===== src/rtl/conv_pkg.sv =====
// Shared kernel geometry, pixel/window types and scheduler state encoding
// for the streaming convolution slice.
package conv_pkg;

  localparam int KERNEL_SIZE = 3;
  localparam int PX_SIZE     = 8;
  localparam int NUM_INPUTS  = KERNEL_SIZE * KERNEL_SIZE;
  // Scale applied to the multiply-accumulate result before truncation to a pixel.
  localparam int PE_SHIFT    = 3;

  typedef logic [PX_SIZE-1:0] px_t;
  typedef px_t [KERNEL_SIZE-1:0][KERNEL_SIZE-1:0] window_t;

  typedef enum logic [1:0] {
    IDLE,
    LOAD_K,
    STREAM,
    DONE
  } state_e;

endpackage


===== src/rtl/conv_sched_line_window.sv =====
// K-1 line buffers (depth IMG_W) feeding a KxK window that shifts toward
// higher column index on every accepted pixel.
module line_window
  import conv_pkg::*;
#(
  parameter int IMG_W = 8
) (
  input  logic    clk,
  input  logic    shift_en,
  input  px_t     px_in,
  output window_t window
);

  px_t                                   lb [1:KERNEL_SIZE-1][IMG_W];
  px_t [KERNEL_SIZE-1:0][KERNEL_SIZE-1:1] win_q;
  px_t [KERNEL_SIZE-1:0]                 feed;

  always_comb begin
    feed    = '0;
    feed[0] = px_in;
    for (int unsigned r = 1; r < KERNEL_SIZE; r++) begin
      feed[r] = lb[r][IMG_W-1];
    end
  end

  // Column 0 is the live feed rather than a register, so the window seen
  // during an accept already contains the incoming pixel.
  always_comb begin
    window = '0;
    for (int unsigned r = 0; r < KERNEL_SIZE; r++) begin
      window[r][0] = feed[r];
      for (int unsigned c = 1; c < KERNEL_SIZE; c++) begin
        window[r][c] = win_q[r][c];
      end
    end
  end

  always_ff @(posedge clk) begin
    if (shift_en) begin
      for (int unsigned r = 1; r < KERNEL_SIZE; r++) begin
        lb[r][0] <= feed[r-1];
        for (int unsigned i = 1; i < IMG_W; i++) begin
          lb[r][i] <= lb[r][i-1];
        end
      end
      for (int unsigned r = 0; r < KERNEL_SIZE; r++) begin
        win_q[r][1] <= feed[r];
        for (int unsigned c = 2; c < KERNEL_SIZE; c++) begin
          win_q[r][c] <= win_q[r][c-1];
        end
      end
    end
  end

endmodule


===== src/rtl/proc_elem.sv =====
// Combinational processing element: element-wise window x kernel MAC,
// scaled down by PE_SHIFT and truncated to one pixel.
module proc_elem
  import conv_pkg::*;
#(
  parameter int INPUT_CHANNELS = 1
) (
  input  window_t window,
  input  window_t kernel,
  output px_t     img_out
);

  localparam int ACC_W = 2 * PX_SIZE + $clog2(NUM_INPUTS * INPUT_CHANNELS) + 1;

  logic [ACC_W-1:0] acc;

  always_comb begin
    acc = '0;
    for (int unsigned r = 0; r < KERNEL_SIZE; r++) begin
      for (int unsigned c = 0; c < KERNEL_SIZE; c++) begin
        acc = acc + ACC_W'(window[r][c]) * ACC_W'(kernel[r][c]);
      end
    end
  end

  assign img_out = px_t'(acc >> PE_SHIFT);

endmodule


===== src/rtl/conv_sched.sv =====
// Streams a raster image through one proc_elem: serial kernel load, then one
// registered output pixel per fully-inside window position (no padding).
module conv_sched
  import conv_pkg::*;
#(
  parameter int IMG_W = 8,
  parameter int IMG_H = 8
) (
  input  logic               clk,
  input  logic               rst,
  input  logic               start,
  output logic               busy,
  output logic               done,
  input  logic               k_valid,
  output logic               k_ready,
  input  logic [PX_SIZE-1:0] k_data,
  input  logic               px_valid,
  output logic               px_ready,
  input  logic [PX_SIZE-1:0] px_data,
  output logic               out_valid,
  input  logic               out_ready,
  output logic [PX_SIZE-1:0] out_data,
  output logic               out_last
);

  localparam int CW = $clog2(IMG_W);
  localparam int RW = $clog2(IMG_H);
  localparam int KW = $clog2(NUM_INPUTS);

  localparam logic [CW-1:0] COL_LAST  = CW'(IMG_W - 1);
  localparam logic [RW-1:0] ROW_LAST  = RW'(IMG_H - 1);
  localparam logic [CW-1:0] COL_FIRST = CW'(KERNEL_SIZE - 1);
  localparam logic [RW-1:0] ROW_FIRST = RW'(KERNEL_SIZE - 1);
  localparam logic [KW-1:0] K_LAST    = KW'(NUM_INPUTS - 1);

  state_e        state, state_nxt;
  logic [KW-1:0] k_cnt;
  logic [CW-1:0] col;
  logic [RW-1:0] row;
  logic          all_in;
  window_t       kernel;
  window_t       window;
  px_t           pe_out;
  logic          k_acc, px_acc, emit, last_px;

  always_comb begin
    state_nxt = state;
    busy      = (state != IDLE);
    done      = (state == DONE);
    k_ready   = (state == LOAD_K);
    px_ready  = (state == STREAM) && (!out_valid || out_ready);
    k_acc     = k_valid && k_ready;
    px_acc    = px_valid && px_ready;
    last_px   = (row == ROW_LAST) && (col == COL_LAST);
    emit      = px_acc && (row >= ROW_FIRST) && (col >= COL_FIRST);
    unique case (state)
      IDLE:    if (start) state_nxt = LOAD_K;
      LOAD_K:  if (k_acc && k_cnt == K_LAST) state_nxt = STREAM;
      STREAM:  if (all_in && !out_valid) state_nxt = DONE;
      DONE:    state_nxt = IDLE;
      default: state_nxt = IDLE;
    endcase
  end

  always_ff @(posedge clk or posedge rst) begin
    if (rst) begin
      state     <= IDLE;
      k_cnt     <= '0;
      col       <= '0;
      row       <= '0;
      all_in    <= 1'b0;
      kernel    <= '0;
      out_valid <= 1'b0;
      out_last  <= 1'b0;
      out_data  <= '0;
    end else begin
      state <= state_nxt;

      if (state == IDLE && start) begin
        k_cnt  <= '0;
        col    <= '0;
        row    <= '0;
        all_in <= 1'b0;
      end

      // Word k lands at [K-1-k/K][K-1-k%K], i.e. flat index NUM_INPUTS-1-k.
      if (k_acc) begin
        for (int unsigned r = 0; r < KERNEL_SIZE; r++) begin
          for (int unsigned c = 0; c < KERNEL_SIZE; c++) begin
            if (k_cnt == KW'(NUM_INPUTS - 1 - (r * KERNEL_SIZE + c))) kernel[r][c] <= k_data;
          end
        end
        k_cnt <= (k_cnt == K_LAST) ? '0 : k_cnt + KW'(1);
      end

      if (px_acc) begin
        if (col == COL_LAST) begin
          col <= '0;
          if (row != ROW_LAST) row <= row + RW'(1);
        end else begin
          col <= col + CW'(1);
        end
        if (last_px) all_in <= 1'b1;
      end

      if (emit) begin
        out_valid <= 1'b1;
        out_data  <= pe_out;
        out_last  <= last_px;
      end else if (out_ready) begin
        out_valid <= 1'b0;
        out_last  <= 1'b0;
      end
    end
  end

  line_window #(
    .IMG_W(IMG_W)
  ) u_line_window (
    .clk     (clk),
    .shift_en(px_acc),
    .px_in   (px_data),
    .window  (window)
  );

  proc_elem #(
    .INPUT_CHANNELS(1)
  ) u_proc_elem (
    .window (window),
    .kernel (kernel),
    .img_out(pe_out)
  );

endmodule

===== config.mk =====
export PLATFORM = sky130hd
export DESIGN_NAME = conv_sched
export DESIGN_NICKNAME = d
export VERILOG_FILES = /design/src/rtl/conv_pkg.sv /design/src/rtl/conv_sched_line_window.sv /design/src/rtl/proc_elem.sv /design/src/rtl/conv_sched.sv
export SDC_FILE = /design/constraint.sdc
export NUM_CORES = 1
export LEC_CHECK = 0
export ABC_CLOCK_PERIOD_IN_PS = 7600
export BUFFER_PORTS_ARGS = -buffer_cell sky130_fd_sc_hd__buf_2
export CAP_MARGIN = 20
export CORE_MARGIN = 1
export CORE_UTILIZATION = 55
export DETAILED_ROUTE_END_ITERATION = 8
export GPL_TIMING_DRIVEN = 0
export PLACE_DENSITY = 0.83
export SLEW_MARGIN = 20
export SYNTH_ARGS = -nofsm -noshare
export SYNTH_HDL_FRONTEND = slang
export SYNTH_SLANG_ARGS = --single-unit
export TNS_END_PERCENT = 30

===== constraint.sdc =====
create_clock -name clk -period 7.6 [get_ports clk]
set_clock_uncertainty 0.1 [all_clocks]
set_input_delay 0.76 -clock clk [delete_from_list [all_inputs] [get_ports clk]]
set_output_delay 0.76 -clock clk [all_outputs]
set_load 0.005 [all_outputs]

* Word level (Yosys, flattened, before mapping)
Memories as Yosys holds them, arrays and structs flattened.
Index checks and enable logic that the tools add are counted.
** Word-level totals
- Bits in registers :: 143
- Latch bits :: 0
- RAM bits :: 128
- ROM bits :: 0
- Input port bits :: 22
- Output and inout port bits :: 14
- Word-level logic and storage cells :: 112
- Memories :: 1
** Memory list
- u_line_window.lb :: depth 2, width 64, read ports 2, clocked after Yosys merged registers in 0, wr ports 2, RTL line conv_sched_line_window.sv:14 : px_t lb [1:KERNEL_SIZE-1][IMG_W];
** Cells by class
- Add/subtract/negate cells :: 11
- Multipliers :: 9
- Div/mod/pow operators :: 0
- Magnitude comparators :: 2
- Equal/unequal tests :: 17
- Shifts and indexed selects :: 0
- Mux-type cells :: 22
- Bitwise operators :: 0
- Reductions and logical operators :: 27
** Operators by type and width (number)
- $mul 8x8->11 :: 9
- $add 11x11->11 :: 8
- $mux 3 :: 7
- $reduce_and 2->1 :: 9
- $eq 4x3->1 const B :: 4
- $mux 4 :: 3
- $logic_and 1x1->1 :: 9
- $eq 4x2->1 const B :: 2
- $mux 1 :: 8
- $pmux 2 s4 :: 1
- $reduce_bool 2->1 :: 4
- $add 3x1->3 const B :: 2
- $eq 3x3->1 const B :: 2
- $ge 3x2->1 const B :: 2
- $mux 2 :: 3
- $add 4x1->4 const B :: 1
- $eq 2x2->1 const B :: 2
- $eq 4x1->1 const B :: 1
- $eq 4x4->1 const B :: 1
- $logic_not 4->1 :: 1
- $ne 2x1->1 const B :: 2
- $ne 3x3->1 const B :: 1
- $reduce_and 3->1 :: 1
- $eq 2x1->1 const B :: 1
- 4 further kinds :: 4

* Logic depth before layout (Yosys ltp)
Gate-level depths: netlist of the first run.
- Depth after elaboration :: 9
- Gate-level depth with buffers :: 30
- Depth with buffers taken out :: 29

* Hierarchy
From an unflattened synthesis of the first run, not the netlist that was laid out.
** Second synthesis, totals
- Cell total of the unflattened synthesis :: 2047
- Area total of the unflattened synthesis :: 23196.0 µm²
** By module, submodules not included
- proc_elem :: instances 1, cells each 1578, area each 14511.4 µm², sequential area each 0.0 µm²
- line_window :: instances 1, cells each 200, area each 4744.6 µm², sequential area each 4324.1 µm²
- conv_sched :: instances 1, cells each 269, area each 3940.0 µm², sequential area each 2377.3 µm²

* Worst setup path after synthesis of the first run
OpenSTA, ideal clock, no wires.
- Path kind :: input -> register
- Start point :: input px_data[3]
- End point :: register out_data[7]
- Library setup time :: 0.125 ns
- Data arrival time :: 7.739 ns
- Required time :: 7.375 ns
- Path slack :: -0.364 ns
- Stages on the path :: 26
- Buffers on the path :: 1
- Cells stage by stage :: clkbuf_1 nand2_1 fa_1 inv_1 fa_1 fa_1 inv_1 fa_1 inv_1 fa_1 inv_1 fa_1 inv_1 fa_1 fa_1 fa_1 inv_1 fa_1 xnor2_1 xnor2_1 xnor2_1 xnor2_1 xnor2_1 xnor3_1 xnor3_1 mux2_2
** Between the ends
- Longest elaborated chain between the ends :: 9
** Ends and longest elaborated chain
- start: declaration :: RTL line conv_sched.sv:19 : input logic [PX_SIZE-1:0] px_data,
- $mul 8x8->11 :: RTL line proc_elem.sv:21 : acc = acc + ACC_W'(window[r][c]) * ACC_W'(kernel[r][c]);
- $add 11x11->11 (8 in series) :: RTL line proc_elem.sv:21
- end signal: assignment :: RTL line conv_sched.sv:108 : out_data <= pe_out;
- end: declaration :: RTL line conv_sched.sv:22 : output logic [PX_SIZE-1:0] out_data,
Every way passes these cells.
A chain may end at the register's enable or synchronous reset.

* Worst setup path in the final report of the first run
- Start point :: register u_line_window.win_q, in the netlist u_line_window.window[60]
- End point :: register out_data[7]
** Between the ends
- Longest elaborated chain between the ends :: 3
** Ends and longest elaborated chain
- start: declaration :: RTL line conv_sched_line_window.sv:15 : px_t [KERNEL_SIZE-1:0][KERNEL_SIZE-1:1] win_q;
- start signal: indexed assignment :: RTL line conv_sched_line_window.sv:47 : win_q[r][1] <= feed[r];
- start signal: indexed assignment :: RTL line conv_sched_line_window.sv:49 : win_q[r][c] <= win_q[r][c-1];
- $mul 8x8->11 :: RTL line proc_elem.sv:21
- $add 11x11->11 (2 in series) :: RTL line proc_elem.sv:21
Every way passes these cells.

==> flow_summary.toml, run 1 <==
[setup_path]
crit_path_start_kind = "flip-flop"
critPathLaunch = "u_line_window.window[60]"
path_buf_inv = 8
reg2reg_depth = 28
cp_max_fo = 4
crit_type = "reg -> reg"
cp_top_family = "adder cells"
r2r-start = "u_line_window.window[60]"
cp.arrival_ns = 8.31
cp_common_cell = "fa_1"
crit_slowest_cell = "fa_1"
path_depth = 28
critPathMaxStageDelay_ns = 0.53
cp-end-kind = "flip-flop"
crit_required_ns = 7.94

[route]
firstDrtPassIters = 5
vias = 14430
wire_per_inst_um = 21.39
drc = 0
viasPerCell = 5.448
drt-initial-drc-count = 1165
wl_um = 56650
drt.antenna.violating_nets = 0

[floorplanning]
io_pins = 36
fp.coreArea_um2 = 40100
initial_core_util = 0.5630
rows = 73
dieWidth_um = 204.6
die_area_um2 = 41860
die_h_um = 204.6

[place]
place_area_um2 = 23500
place_congestion = 0.9373
io_buffers = 35
place_hpwl_um = 42960

[global_routing]
grt_usage = 0.2859
grt_pass1_vias = 15780
grt_first_pass_wirelength_um = 88350
grt_overflow = 0
grt_max_degree = 79
antenna_found_initial = 2

[yosys]
ys_ff_latch = 239
synth_area_um2 = 22570
yosys_warnings = 0
ys_types = 40
synthesis.nets = 2531
syn-instance-count = 1976
ys_seq_area_frac = 0.2969
synth.avg_cell_area_um2 = 11.42

[layout]
final_net_count = 2657
final_cell_mix = "431 x inv_1, 354 x fa_1, 262 x and2_1"
layout-drive-gt1-share = 0.1219
final_common_cell = "inv_1"
finalInstanceArea_um2 = 25110
n_antenna_cell = 0
fillers = 2992
area_growth_pct = 11.22

[hold_path]
hold_class = "in -> async"

[clock_network]
clock_latency_ns = 0.56
cts_max_level = 1
clockRootBuffer = "clkbuf_16"
ctsLongestPathBuffers = 3
cts_sinks = 239
clk_pin_slew_ns = 0.06
cts-hold-fix-buffers = 0
cts_made_buffers = 28
cts_tree = "yes"

[timing]
rsz0062_at_grt = "yes"
maxSlewHeadroom = 0.3709
timing.fmax_mhz = 125.4
post-route-period-util = 1.049
setup_ws_ns = -0.3755
slew_viol_final = 0
period_minus_slack_ns = 7.975
finalSetupViolCount = 1
max_slew.worst_pin.slew_ns = 0.9385
hold_viol_final = 0

[run_status]
outcome = "complete, but fails checks"
failed_checks = "setup timing"

[run]
drv_cap = 0
[metrics by stage]
stage	instances	setup TNS [ns]	util	hold WS, ns	setup WS [ns]
after floorplan	1976	0	-	0.3003	0.005728
after global placement	2536	-0.8632	0.5845	0.3015	-0.8295
after detailed placement	2538	-1.078	0.5862	0.3045	-0.8459
after CTS	2648	-0.2662	0.6254	0.1181	-0.2662
after global routing	2649	-0.6206	0.6261	0.1469	-0.5247
final	2649	-0.3755	0.6261	0.1182	-0.3755
[cell type report]
cell class              instances  area, um^2  share of cell area
multi-input cells            1288       14250              0.5678
clock buffers                  37       785.8             0.03130
clock inverters                15       274.0             0.01091
inverters                     433        1638             0.06524
plain buffers                   9       52.55            0.002093
flip-flops and latches        239        6711              0.2673
well taps                     525       656.9             0.02616
repair buffers                103       733.2             0.02921
[cell families (layout without fill, tap and decap cells)]
kind of cell | count (synthesis) | count (layout) | synth area share
buffers and inverters | 449 | 597 | 0.07494
AO/OA/AOI/OAI | 36 | 36 | 0.01020
XOR/XNOR | 112 | 112 | 0.04534
adder cells (fa/ha/maj) | 533 | 533 | 0.4152
AND/OR/NAND/NOR | 533 | 533 | 0.1206
multiplexers | 74 | 74 | 0.03692
flip-flops | 239 | 239 | 0.2969
[worst paths after layout]
kind / end / slack [ns]
max in group asynchronous: kernel[41] / 6.60
min: k_cnt[1] / 0.12
min in group clk: u_line_window.window[11] / 0.31
max reg2reg: out_data[7] / -0.38
min reg2reg: u_line_window.lb[1][5] / 0.31
max: out_data[7] / -0.38
[synth_stat cells (all sizes together)]
cell | instances | area share
nor2b | 1 | 0.00028
and3 | 1 | 0.00028
mux2 | 74 | 0.037
o221ai | 1 | 0.00066
dfrtp | 95 | 0.11
nor3 | 2 | 0.00066
nand3b | 3 | 0.0010
a21o | 3 | 0.0010
a21oi | 6 | 0.0015
nor3b | 2 | 0.00066
ha | 173 | 0.096
xnor3 | 2 | 0.0020
a32o | 1 | 0.00044
nand2 | 245 | 0.041
buf | 3 | 0.00078
o21bai | 3 | 0.0010
o21ai | 16 | 0.0035
edfxtp | 144 | 0.19
fa | 360 | 0.32
o32a | 1 | 0.00044
nor2 | 3 | 0.00050
nand2b | 2 | 0.00055
xnor2 | 91 | 0.036
o22ai | 1 | 0.00028
clkbuf | 13 | 0.0022
xor2 | 19 | 0.0077
o31ai | 3 | 0.0010
nand3 | 5 | 0.0011
a211oi | 1 | 0.00033
and2 | 269 | 0.075
inv | 433 | 0.072
[routing by layer]
layer	routed length [um]	GRT usage	vias up
met4	3498	0.1519	2
met5	18	0	-
met3	4491	0.05997	167
li1	-	-	6230
met2	26710	0.4605	611
met1	21940	0.3636	7422
[flip-flops by register name (all words and copies together) (netlist names), 2 cells and up]
register,flops
u_line_window.lb,99
k_cnt,4
out_data,8
row,3
u_line_window.window,45
state,2
col,3
kernel,72
[repair_timing]
| item | CTS | global route |
|---|---|---|
| pin swaps | 26 | 4 |
| resized for setup | 20 | 7 |
| buffers inserted | 65 | 1 |
| endpoints found under the setup margin | 1 | 2 |
Power of run 1 is not shown: default switching activity piles up to over one toggle a cycle in this logic, so the estimate is an artifact.
==> inputs of run 2 (changes only) <==
ABC_AREA = 1   (was not set)
==> flow_summary.toml, run 2 <==
[clock_network]
clock_latency_ns = 0.57
cts_max_level = 1
cts_sinks = 239
cts_made_buffers = 27
cts_tree = "yes"
clockRootBuffer = "clkbuf_16"
ctsLongestPathBuffers = 3
clk_pin_slew_ns = 0.06

[layout]
n_antenna_cell = 0
final_net_count = 3343
largest_register = "u_line_window.lb"
final_common_cell = "inv_1"
fin_cells = 3394
final_cell_mix = "787 x inv_1, 773 x nand2_1, 353 x fa_1"
area_growth_pct = 9.389
largest_reg_flops = 99
layout-drive-gt1-share = 0.08544

[yosys]
ys_types = 37
ys_top_cells_by_area = "fa_1 30%, edfxtp_1 18%, inv_1 13%"
synth.avg_cell_area_um2 = 8.856
synth_top_area_frac = 0.3006
ys_async_sr_fraction = 0.3975
syn-instance-count = 2707
yosys-top-cells-count = "800 x inv_1, 778 x nand2_1, 360 x fa_1, 173 x ha_1, 144 x edfxtp_1"
synth-main-ff-cell = "edfxtp_1"
ys_seq_area_frac = 0.2795
ys_ff_latch = 239
synth_top_cell_by_area = "fa_1"
yosys_warnings = 0
yosysMostFrequentCell = "inv_1"
synth_edf_count = 144
synthesis.nets = 3262
synth_area_um2 = 23970

[setup_path]
reg2reg_depth = 31
cp_common_cell = "fa_1"
crit_type = "reg -> reg"
cp.arrival_ns = 8.11
crit_slowest_cell = "fa_2"
reg2reg_setup_slack_ns = -0.15
critPathMaxStageDelay_ns = 0.60
cp-end-kind = "flip-flop"
crit_required_ns = 7.96
crit_path_start_kind = "flip-flop"
worstReg2RegEnd = "out_data[7]"
cp_max_fo = 7
r2r-start = "u_line_window.window[68]"

[route]
vias = 17500
firstDrtPassIters = 8
viasPerCell = 5.155
drc = 1
drt-initial-drc-count = 1442
drt.antenna.violating_nets = 0
wl_um = 58450
wire_per_inst_um = 17.22

[place]
post-place-cells = 3329
place_congestion = 0.9117
place_hpwl_um = 45080
io_buffers = 35

[global_routing]
grt_pass1_vias = 18600
grt_overflow = 0
grt_first_pass_wirelength_um = 93540
grt_usage = 0.2724
grt_max_degree = 91
antenna_found_initial = 1

[timing]
rsz0062_at_grt = "yes"
hold_viol_final = 0
finalSetupViolCount = 2
maxSlewHeadroom = 0.3991
post-route-period-util = 1.020
period_minus_slack_ns = 7.752
setup_ws_ns = -0.1519
timing.fmax_mhz = 129.0
max_slew.worst_pin.slew_ns = 0.9004
slew_viol_final = 0

[floorplanning]
initial_core_util = 0.5566
die_area_um2 = 44430
fp.coreArea_um2 = 43080
io_pins = 36
rows = 76
dieWidth_um = 210.8
die_h_um = 210.8

[run_status]
outcome = "complete, but fails checks"
failed_checks = "DRC, setup timing"

[run]
drv_cap = 0

[hold_path]
hold_class = "in -> async"
run 2: cell count changes after synthesis, sizes merged, moves of 53 or more:
cell    previous run  this run
o21ai             16        88
and2             269         1
clkbuf            13        66
xnor2             91        16
inv              433       805
nand2            245       794
nand3              5        62
mux2              74         0
run 2: worst max path at each step:
stage | end | cells after the start | start | slack [ns]
after detailed placement | out_data[7] | 33 | px_data[1] | -0.71
final | out_data[7] | 31 | u_line_window.window[68] | -0.15
after global routing | out_data[7] | 31 | u_line_window.window[58] | -0.38
after floorplan | out_data[7] | 32 | px_data[2] | 0.05
after CTS | out_data[7] | 30 | u_line_window.window[59] | -0.12
after global placement | out_data[7] | 33 | px_data[1] | -0.55
run 2: worst max-delay path: cells and delay by family, from the launching register on:
kind	cells	cell delay (ns)
buffers and inverters	8	0.50
AO/OA/AOI/OAI	4	0.43
flip-flops	1	0.54
adder cells (fa/ha/maj)	11	5.45
AND/OR/NAND/NOR	8	0.62
run 2: what timing repair did:
action / 4_1_cts / 5_1_grt
gates resized for setup: 24 / 64
buffers inserted: 10 / 30
endpoints found under the setup margin: 3 / 5
hold buffers: 0 / 0
pin swaps: 11 / 48
run 2: through the flow:
stage	setup slack (ns)	util	cell area, um^2	TNS (ns)	hold WS, ns
finish	-0.1519	0.6088	26230	-0.2614	0.1255
global route	-0.3759	0.6088	26230	-1.009	0.1621
global placement	-0.5466	0.5776	24880	-1.882	0.3005
detailed placement	-0.7076	0.5792	24950	-2.266	0.3045
CTS	-0.1203	0.6019	25930	-0.1801	0.1390
floorplan	0.04773	-	23970	0	0.3003
run 2: area by class of cell:
cell class,count,area [um^2]
Timing Repair Buffer,77,546.8
Buffer,70,396.6
Inverter,807,3043
Sequential cell,239,6704
Clock inverter,16,157.7
Clock buffer,34,711.9
Multi-Input combinational cell,1566,13930
Fill cell,3364,16850
Tap cell,585,732.0
run 2: kinds of logic after synthesis:
kind of cell,count (synthesis),synth area share
xor gates and xnor gates,39,0.01425
and+or+nand+nor,889,0.1481
adders and majority gates,533,0.3909
DFF,239,0.2795
buffers and inverters,902,0.1443
AOI/OAI and AO/OA,105,0.02296
run 2: layer usage:
layer | vias to the layer above | wire (um) | track usage
met5 | - | 0 | 0
met3 | 216 | 3925 | 0.03539
li1 | 7939 | - | -
met2 | 755 | 29150 | 0.4664
met4 | 0 | 3493 | 0.1504
met1 | 8586 | 21880 | 0.3353
Power of run 2 is left out for the same reason.
